### src/rtl/hp_manager.sv
// hp_manager: bomb blast damage, per-player HP targets and per-frame HP drain
// for the two-player bomb game; drives the scoreboard HP bars and end-of-round flags.
module hp_manager #(
  parameter int HP_MAX     = 200,
  parameter int BLAST_R    = 48,
  parameter int DRAIN_STEP = 1
) (
  input  logic       clk,
  input  logic       reset_n,
  input  logic       frame_clk,
  input  logic       boom1,
  input  logic       boom2,
  input  logic [9:0] B1X,
  input  logic [9:0] B1Y,
  input  logic [9:0] B2X,
  input  logic [9:0] B2Y,
  input  logic [9:0] P1X,
  input  logic [9:0] P1Y,
  input  logic [9:0] P2X,
  input  logic [9:0] P2Y,
  output logic [9:0] HP1,
  output logic [9:0] HPP1,
  output logic [9:0] HP2,
  output logic [9:0] HPP2,
  output logic       busy,
  output logic       game_over,
  output logic [1:0] winner
);

  localparam logic [9:0] HP_FULL = 10'(HP_MAX);
  localparam logic [9:0] RADIUS  = 10'(BLAST_R);
  localparam logic [9:0] STEP    = 10'(DRAIN_STEP);

  typedef enum logic [2:0] {IDLE, LATCH, DIST, DMG, APPLY} state_t;

  state_t     state;
  state_t     state_next;
  logic [1:0] rst_pipe;
  logic       rst_n;
  logic [2:0] frame_sync;
  logic [2:0] boom1_sync;
  logic [2:0] boom2_sync;
  logic       frame_edge;
  logic       boom1_edge;
  logic       boom2_edge;
  logic       pend1;
  logic       pend2;
  logic       take1;
  logic       take2;
  logic [9:0] bomb_x;
  logic [9:0] bomb_y;
  logic [9:0] dist1;
  logic [9:0] dist2;
  logic [9:0] dmg1;
  logic [9:0] dmg2;
  logic [9:0] tgt1;
  logic [9:0] tgt2;
  logic [9:0] hp1_next;
  logic [9:0] hp2_next;
  logic       hp1_zero;
  logic       hp2_zero;

  function automatic logic [9:0] abs_diff(input logic [9:0] a, input logic [9:0] b);
    return (a > b) ? (a - b) : (b - a);
  endfunction

  function automatic logic [9:0] cheb(input logic [9:0] dx, input logic [9:0] dy);
    return (dx > dy) ? dx : dy;
  endfunction

  function automatic logic [9:0] blast(input logic [9:0] d);
    return (d < RADIUS) ? (RADIUS - d) : 10'd0;
  endfunction

  function automatic logic [9:0] drained(input logic [9:0] hp, input logic [9:0] tgt);
    if (hp <= tgt) return hp;
    else if ((hp - tgt) > STEP) return hp - STEP;
    else return tgt;
  endfunction

  // Reset asserts asynchronously but is only released on a clock edge.
  always_ff @(posedge clk or negedge reset_n) begin
    if (!reset_n) rst_pipe <= 2'b00;
    else          rst_pipe <= {rst_pipe[0], 1'b1};
  end

  assign rst_n = rst_pipe[1];

  always_ff @(posedge clk or negedge rst_n) begin
    if (!rst_n) begin
      frame_sync <= 3'b000;
      boom1_sync <= 3'b000;
      boom2_sync <= 3'b000;
    end else begin
      frame_sync <= {frame_sync[1:0], frame_clk};
      boom1_sync <= {boom1_sync[1:0], boom1};
      boom2_sync <= {boom2_sync[1:0], boom2};
    end
  end

  assign frame_edge = frame_sync[1] & ~frame_sync[2];
  assign boom1_edge = boom1_sync[1] & ~boom1_sync[2];
  assign boom2_edge = boom2_sync[1] & ~boom2_sync[2];

  always_ff @(posedge clk or negedge rst_n) begin
    if (!rst_n) state <= IDLE;
    else        state <= state_next;
  end

  always_comb begin
    state_next = state;
    take1      = 1'b0;
    take2      = 1'b0;
    case (state)
      IDLE: begin
        if ((pend1 || pend2) && !game_over) begin
          state_next = LATCH;
          take1      = pend1;
          take2      = !pend1;
        end
      end
      LATCH:   state_next = DIST;
      DIST:    state_next = DMG;
      DMG:     state_next = APPLY;
      APPLY:   state_next = IDLE;
      default: state_next = IDLE;
    endcase
  end

  assign busy = (state != IDLE);

  // An edge arriving while its flag is already set is dropped, not queued.
  always_ff @(posedge clk or negedge rst_n) begin
    if (!rst_n) begin
      pend1 <= 1'b0;
      pend2 <= 1'b0;
    end else if (game_over) begin
      pend1 <= 1'b0;
      pend2 <= 1'b0;
    end else begin
      if (take1)           pend1 <= 1'b0;
      else if (boom1_edge) pend1 <= 1'b1;
      if (take2)           pend2 <= 1'b0;
      else if (boom2_edge) pend2 <= 1'b1;
    end
  end

  // Each stage's register work lands on the edge that enters its state, so the
  // targets move on the 4th edge after the pend flag was set.
  always_ff @(posedge clk or negedge rst_n) begin
    if (!rst_n) begin
      bomb_x <= '0;
      bomb_y <= '0;
      dist1  <= '0;
      dist2  <= '0;
      dmg1   <= '0;
      dmg2   <= '0;
      tgt1   <= HP_FULL;
      tgt2   <= HP_FULL;
    end else begin
      if (take1) begin
        bomb_x <= B1X;
        bomb_y <= B1Y;
      end else if (take2) begin
        bomb_x <= B2X;
        bomb_y <= B2Y;
      end
      if (state == LATCH) begin
        dist1 <= cheb(abs_diff(P1X, bomb_x), abs_diff(P1Y, bomb_y));
        dist2 <= cheb(abs_diff(P2X, bomb_x), abs_diff(P2Y, bomb_y));
      end
      if (state == DIST) begin
        dmg1 <= blast(dist1);
        dmg2 <= blast(dist2);
      end
      if (state == DMG && !game_over) begin
        tgt1 <= (tgt1 > dmg1) ? (tgt1 - dmg1) : 10'd0;
        tgt2 <= (tgt2 > dmg2) ? (tgt2 - dmg2) : 10'd0;
      end
    end
  end

  always_comb begin
    hp1_next = HP1;
    hp2_next = HP2;
    if (frame_edge) begin
      hp1_next = drained(HP1, tgt1);
      hp2_next = drained(HP2, tgt2);
    end
  end

  assign hp1_zero = (hp1_next == 10'd0);
  assign hp2_zero = (hp2_next == 10'd0);

  // Padding is registered from the same next value so the bar always sums to HP_MAX.
  always_ff @(posedge clk or negedge rst_n) begin
    if (!rst_n) begin
      HP1       <= HP_FULL;
      HP2       <= HP_FULL;
      HPP1      <= '0;
      HPP2      <= '0;
      game_over <= 1'b0;
      winner    <= 2'b00;
    end else begin
      HP1  <= hp1_next;
      HP2  <= hp2_next;
      HPP1 <= HP_FULL - hp1_next;
      HPP2 <= HP_FULL - hp2_next;
      if (!game_over && (hp1_zero || hp2_zero)) begin
        game_over <= 1'b1;
        winner    <= {hp1_zero, hp2_zero};
      end
    end
  end

endmodule

### config.mk
export PLATFORM = sky130hd
export DESIGN_NAME = hp_manager
export DESIGN_NICKNAME = d
export VERILOG_FILES = /design/src/rtl/hp_manager.sv
export SDC_FILE = /design/constraint.sdc
export NUM_CORES = 1
export LEC_CHECK = 0
export CAP_MARGIN = 20
export CORE_MARGIN = 3
export CORE_UTILIZATION = 50
export CTS_CLUSTER_SIZE = 12
export DETAILED_ROUTE_END_ITERATION = 16
export GPL_ROUTABILITY_DRIVEN = 1
export PLACE_DENSITY = 0.84
export SKIP_LAST_GASP = 1
export SYNTH_ARGS = -nofsm -noshare
export SYNTH_HDL_FRONTEND = slang
export SYNTH_SLANG_ARGS = --single-unit
### constraint.sdc
create_clock -name clk -period 4.1 [get_ports clk]
set_clock_uncertainty 0.15 [all_clocks]
set_input_delay 0.82 -clock clk [delete_from_list [all_inputs] [get_ports clk]]
set_output_delay 0.82 -clock clk [all_outputs]
set_load 0.05 [all_outputs]
# Yosys cells after proc, flatten, opt, wreduce, memory -nomap -nowiden
# Index checks and enable logic that the tools add are counted.
[word_totals]
ff_bits = 139
out_inout_bits = 44
inputBits = 85
elab_cells = 109
[classes]
magnitude_cmp = 14
add_sub_neg = 18
n_eq_ne = 4
bitwise = 6
reduce_logical = 14
n_mux = 32
[ops]
columns = ["operator", "n"]
rows = [
  ["$mux W10", 20],
  ["$sub A10 B10 Y10", 12],
  ["$gt A10 B10 Y1", 8],
  ["$gt A10 B1 Y1 const B", 2],
  ["$le A10 B10 Y1", 2],
  ["$logic_not A10 Y1", 2],
  ["$lt A10 B6 Y1 const B", 2],
  ["$sub A10 B1 Y10 const B", 2],
  ["$sub A6 B10 Y10 const A", 2],
  ["$sub A8 B10 Y10 const A", 2],
  ["$pmux W3 S4", 1],
  ["$mux W1", 10],
  ["$reduce_bool A3 Y1", 3],
  ["$eq A3 B2 Y1 const B", 2],
  ["$and A1 B1 Y1", 3],
  ["$eq A3 B1 Y1 const B", 1],
  ["$logic_and A1 B1 Y1", 3],
  ["$logic_not A3 Y1", 1],
  ["$mux W3", 1],
  ["$not A1 Y1", 3],
  ["$logic_not A1 Y1", 2],
  ["$logic_or A1 B1 Y1", 2],
  ["$ne A2 B2 Y1 const B", 1],
  ["$reduce_bool A2 Y1", 1],
]

# Depth between registers and ports, before layout
[logic_depth]
ltp_word = 8
ltp_mapped = 26
mapped_depth_nobuf = 25

# Least setup slack after synthesis
# Ideal clock, no wire load.
[synth_path]
kind = "input-to-reg"
startpoint = "input P2X[0]"
endpoint = "register dist2[9]"
setup_time_ns = 0.121
arrival_time_ns = 5.177
path_stages = 24
n_path_buf = 2
path_slack_ns = -1.348
required_ns = 3.829
path_cell_list = "inv_1 ha_1 inv_1 fa_1 a21o_1 a221oi_1 a211o_1 nand2_1 clkbuf_1 mux2_2 a221oi_1 o21ai_0 a21oi_1 xnor2_1 ha_1 nand4_1 nor3_1 inv_1 o221ai_1 nor2_1 a21oi_1 clkbuf_1 o21ai_0 o22a_1"
[synth_between]
elab_chain_cells = 4
elab_cells_between_ends = 6
cone_classes = "2 x add/sub; 2 x order compare; 2 x mux"
[synth_rtl]
columns = ["element", "line", "rtl"]
rows = [
  ["start, declared", "19", "input logic [9:0] P2X,"],
  ["$sub A10 B10 Y10 or $gt A10 B10 Y1 (tied branches)", "64", "return (a > b) ? (a - b) : (b - a);"],
  ["$mux W10 *", "64", ""],
  ["$gt A10 B10 Y1", "68", "return (dx > dy) ? dx : dy;"],
  ["$mux W10 *", "68", ""],
  ["end signal, assigned", "170", "dist2 <= cheb(abs_diff(P2X, bomb_x), abs_diff(P2Y, bomb_y));"],
  ["end, declared", "53", "logic [9:0] dist2;"],
]
# Every way passes the cells marked *; elsewhere a longest branch is shown, timed or not.
# A chain may end at the register's enable or synchronous reset.

# Worst setup path in the final report
[layout_path]
startpoint = "input P2X[0]"
endpoint = "register dist2[0]"
# Same word-level chain as after synthesis.

==> results by group <==
Place
  – Placed cell areas: 15800 sq um
  – DP Worst Slack: -1.64 ns
  – IO buf count: 128
  – Hpwl dp: 27.7 mm
  – Final weighted congestion in routability-driven placement: 0.947

Worst setup path
  – CP Capture Type: register
  – Startpoint types: input port
  – WS Path Type: input port to register
  – Worst path bufs/invs: 7
  – Delay-heaviest family, CP: compound AO/OA/AOI/OAI gates
  – CP max FO: 8
  – Crit path required time: 4.26 ns
  – Arrival time worst endpoint: 5.66 ns
  – Most used cell, CP: a221oi_4
  – Slowest stage delay, CP: 0.44 ns
  – Reg2reg setup slack: -1.34 ns
  – Slowest CP cell: o311ai_4

STA
  – Final setup vio count: 28
  – Fmax: 182 MHz
  – Unrepaired setup endpoints after global routing: yes
  – Relative max-transition margin: between 20% and 30%
  – Pins Over Slew Limit: 0
  – Worst hold slack: 0.196 ns
  – Fin crit share: 134%
  – Fin. Hold Viols: 0
  – PnR worst setup slack: -1.40 ns
  – Min Tclk post-route: 5.50 ns
  – Worst slew pin tran: 1.11 ns

Route
  – Post-Route M1 WL: 16.9 mm
  – DR vias: around 14000
  – Initial DRC count: 1451
  – Vias per cell: 6.23
  – Met2 Wirelength: 23.2 mm
  – Routed wl met3: 3.99 mm
  – Total routed wirelength: 48.2 mm
  – Remaining DRCs: 0
  – Top routing layer in use: met4
  – Antenna-violating nets left: 0
  – DRT Pass-1 Iters: 7
  – Wire length per cell: 22.2 microns

Logic synthesis
  – Cells taking the most area after synthesis: dfrtp_1 (27%), ha_1 (15%), inv_1 (5.5%)
  – Compound-Gate Fraction of Synth Area: 22.6%
  – Syn avg cell area: roughly 8.6 sq um
  – Xor-xnor portion of the synthesized cell area: around 5.3%
  – Syn Nets: 1608
  – Area leader, netlist: dfrtp_1
  – Synth Area in Simple Gates: 14.1%
  – Top cell type's share of synthesized area: 26.5%
  – Post-synthesis mux area share: 4.51%
  – #FFs+latches synth: 137
  – Mapped cell area: 11800 sq um
  – Library cells used by synthesis: 89
  – Largest family of logic cells by synthesized area: compound AO/OA/AOI/OAI gates
  – EDFF count, synth: 0
  – Ys async rst share: 100%
  – Synth warnings: 0
  – Post-Synth Adder-Cell Area: 17.1%
  – Most common flop cell mapped by yosys: dfrtp_1
  – Sequential share of the synthesized area: 29.2%
  – Synthesized instance count: about 1400

Die
  – Die W: 160 microns
  – Row count: 55
  – Die area: 25500 sq um
  – Io pins: 129
  – Die Span Y: 160 microns
  – Core Area: approximately 23000 sq um
  – Starting Density: 51.5%

Status
  – Status: finished with violations
  – Failing checks: negative setup slack

Layout
  – ANT cells: 0
  – Layout cell share with drive strength beyond 1: between 30% and 40%
  – Commonest non-fill, non-tap cell in the layout: buf_4
  – Fin nets: 2087
  – Area Overhead vs Synth: 56.2%
  – Multi-input gate area: 9080 sq um
  – Fill cells: 1195
  – Fin area: 18400 sq um
  – Most frequent cells in the layout: buf_4 (350), inv_1 (146), dfrtp_1 (118), nand2_1 (111), ha_1 (103)
  – Sequential cell area: ~3500 sq um

Pwr
  – Clk network pwr share: around 30%
  – Worst vdd ir: 0.000246 V
  – P_sw: 2.03 mW
  – Int Power: 3.69 mW
  – Leak Pwr: 8.80 nW
  – Sw frac: 35.5%
  – Power Density: 310 nW/um^2
  – Part of the power in combinational logic: 43.7%
  – Seq pwr share: 26.3%
  – Total power: 5.72 mW

Clock tree
  – H-tree Lvls: 4
  – Sink Count: between 100 and 150
  – Worst-path clk slew: 0.06 ns
  – CTS tree: built
  – Clk Latency, worst-skew pair: 0.44 ns
  – Clock Root Buffer: clkbuf_16
  – Clk buf depth: 2
  – Total CTS buffers: 17
  – # hold bufs at CTS: 0

Min path
  – Hold crit path type: register to register

Global routing
  – Global-route wire length before repair: 64.3 mm
  – Antenna violations before repair: 0
  – GRT Total Usage: 30.4%
  – Largest net degree at the start of global routing: just under 80
  – Vias in the first global route: 13481
  – GRT overflow: 0

Flow run
  – MaxCap Viol Count: 0
metrics by stage:
step / instances / utilization, % / TNS (ns)
floorplan: 1369 / - / -10.27
global placement: 2075 / 69.0 / -25.87
detailed placement: 2075 / 69.0 / -30.29
CTS: 2142 / 75.2 / -13.43
global route: 2174 / 80.4 / -25.61
finish: 2174 / 80.4 / -22.20
final timing paths:
| kind | start | to | cells past startpoint |
|---|---|---|---|
| hold / removal | boom1_sync[0] | boom1_sync[1] | 0 |
| max in group asynchronous | rst_pipe[1] | bomb_y[6] | 1 |
| setup / recovery | P2X[0] | dist2[0] | 27 |
| setup reg to reg | bomb_x[0] | dist2[0] | 25 |
| hold reg to reg | boom1_sync[0] | boom1_sync[1] | 0 |
| min in group asynchronous | rst_pipe[1] | HPP2[7] | 0 |
sequential cells by signal (all words and copies together), names as in the netlist, 2 cells and up:
register	cells
HPP1	10
dist2	10
tgt1	10
tgt2	10
HP2	9
frame_sync	3
bomb_x	10
boom1_sync	3
dist1	10
bomb_y	10
dmg2	10
boom2_sync	3
winner	2
HP1	9
HPP2	10
rst_pipe	2
dmg1	10
state	3
power groups by stage:
stage	Clock, mW	Combinational (mW)	Sequential [mW]
finish	1.72	2.50	1.50
global route	1.76	2.58	1.51
floorplan	0	0.859	1.51
global placement	0	1.54	1.51
CTS	1.71	1.87	1.49
detailed placement	0	1.60	1.52
cells in the mapped netlist (all sizes together), types with 13 or more instances:
master	n
and2	14
nand3	33
o21a	14
a211oi	13
ha	142
nand2	120
nor3	22
a22o	28
nor2	60
clkbuf	35
a21o	33
a21oi	102
o21ai	96
mux2i	43
dfrtp	125
inv	174
xor2	17
or3	23
xnor2	54
layer usage:
metal | track usage (%) | vias up
met5 | 0 | -
met4 | 17.9 | 0
met3 | 6.27 | 374
met2 | 54.2 | 1001
met1 | 33.5 | 6360
li1 | - | 5803
area by class of cell:
type / count / area share (%)
timing repair buffer: 502 / 22.6
inverter: 174 / 3.74
clock buffer: 18 / 2.33
clock inverter: 14 / 1.12
tap: 313 / 2.13
multi-input combinational: 1016 / 49.3
sequential: 137 / 18.8
cell families after synthesis:
kind of cell	Yosys count
AO/OA/AOI/OAI	397
XOR/XNOR	71
adder cells (fa/ha/maj)	154
buffers and inverters	217
flip-flops	137
multiplexers	52
other	1
AND/OR/NAND/NOR	340
worst reg2reg max path, cell delays in order, from the launching register on:
cell and delay (ns):
dfrtp_1 0.44, ha_4 0.17, inv_4 0.03, fa_2 0.36, a21o_1 0.24, a221oi_4 0.37, a211o_1 0.25, buf_4 0.17
a221oi_4 0.09, o311ai_4 0.44, a221oi_4 0.14, o21ai_2 0.20, a21oi_2 0.11, xnor2_2 0.44, ha_4 0.24, nand4_1 0.21
nor3_4 0.25, inv_2 0.08, o221ai_2 0.19, nor2_2 0.06, a21oi_2 0.15, buf_6 0.15, buf_6 0.13, nand2_2 0.06
o211ai_1 0.11, o21ai_1 0.10
timing repair:
| action | CTS | global route |
|---|---|---|
| cloned | 1 | 0 |
| buffers inserted | 36 | 37 |
| endpoints found under the setup margin | 26 | 36 |
| pin swaps | 83 | 106 |
| gates resized for setup | 148 | 205 |
(Power assumes the default switching activity.)
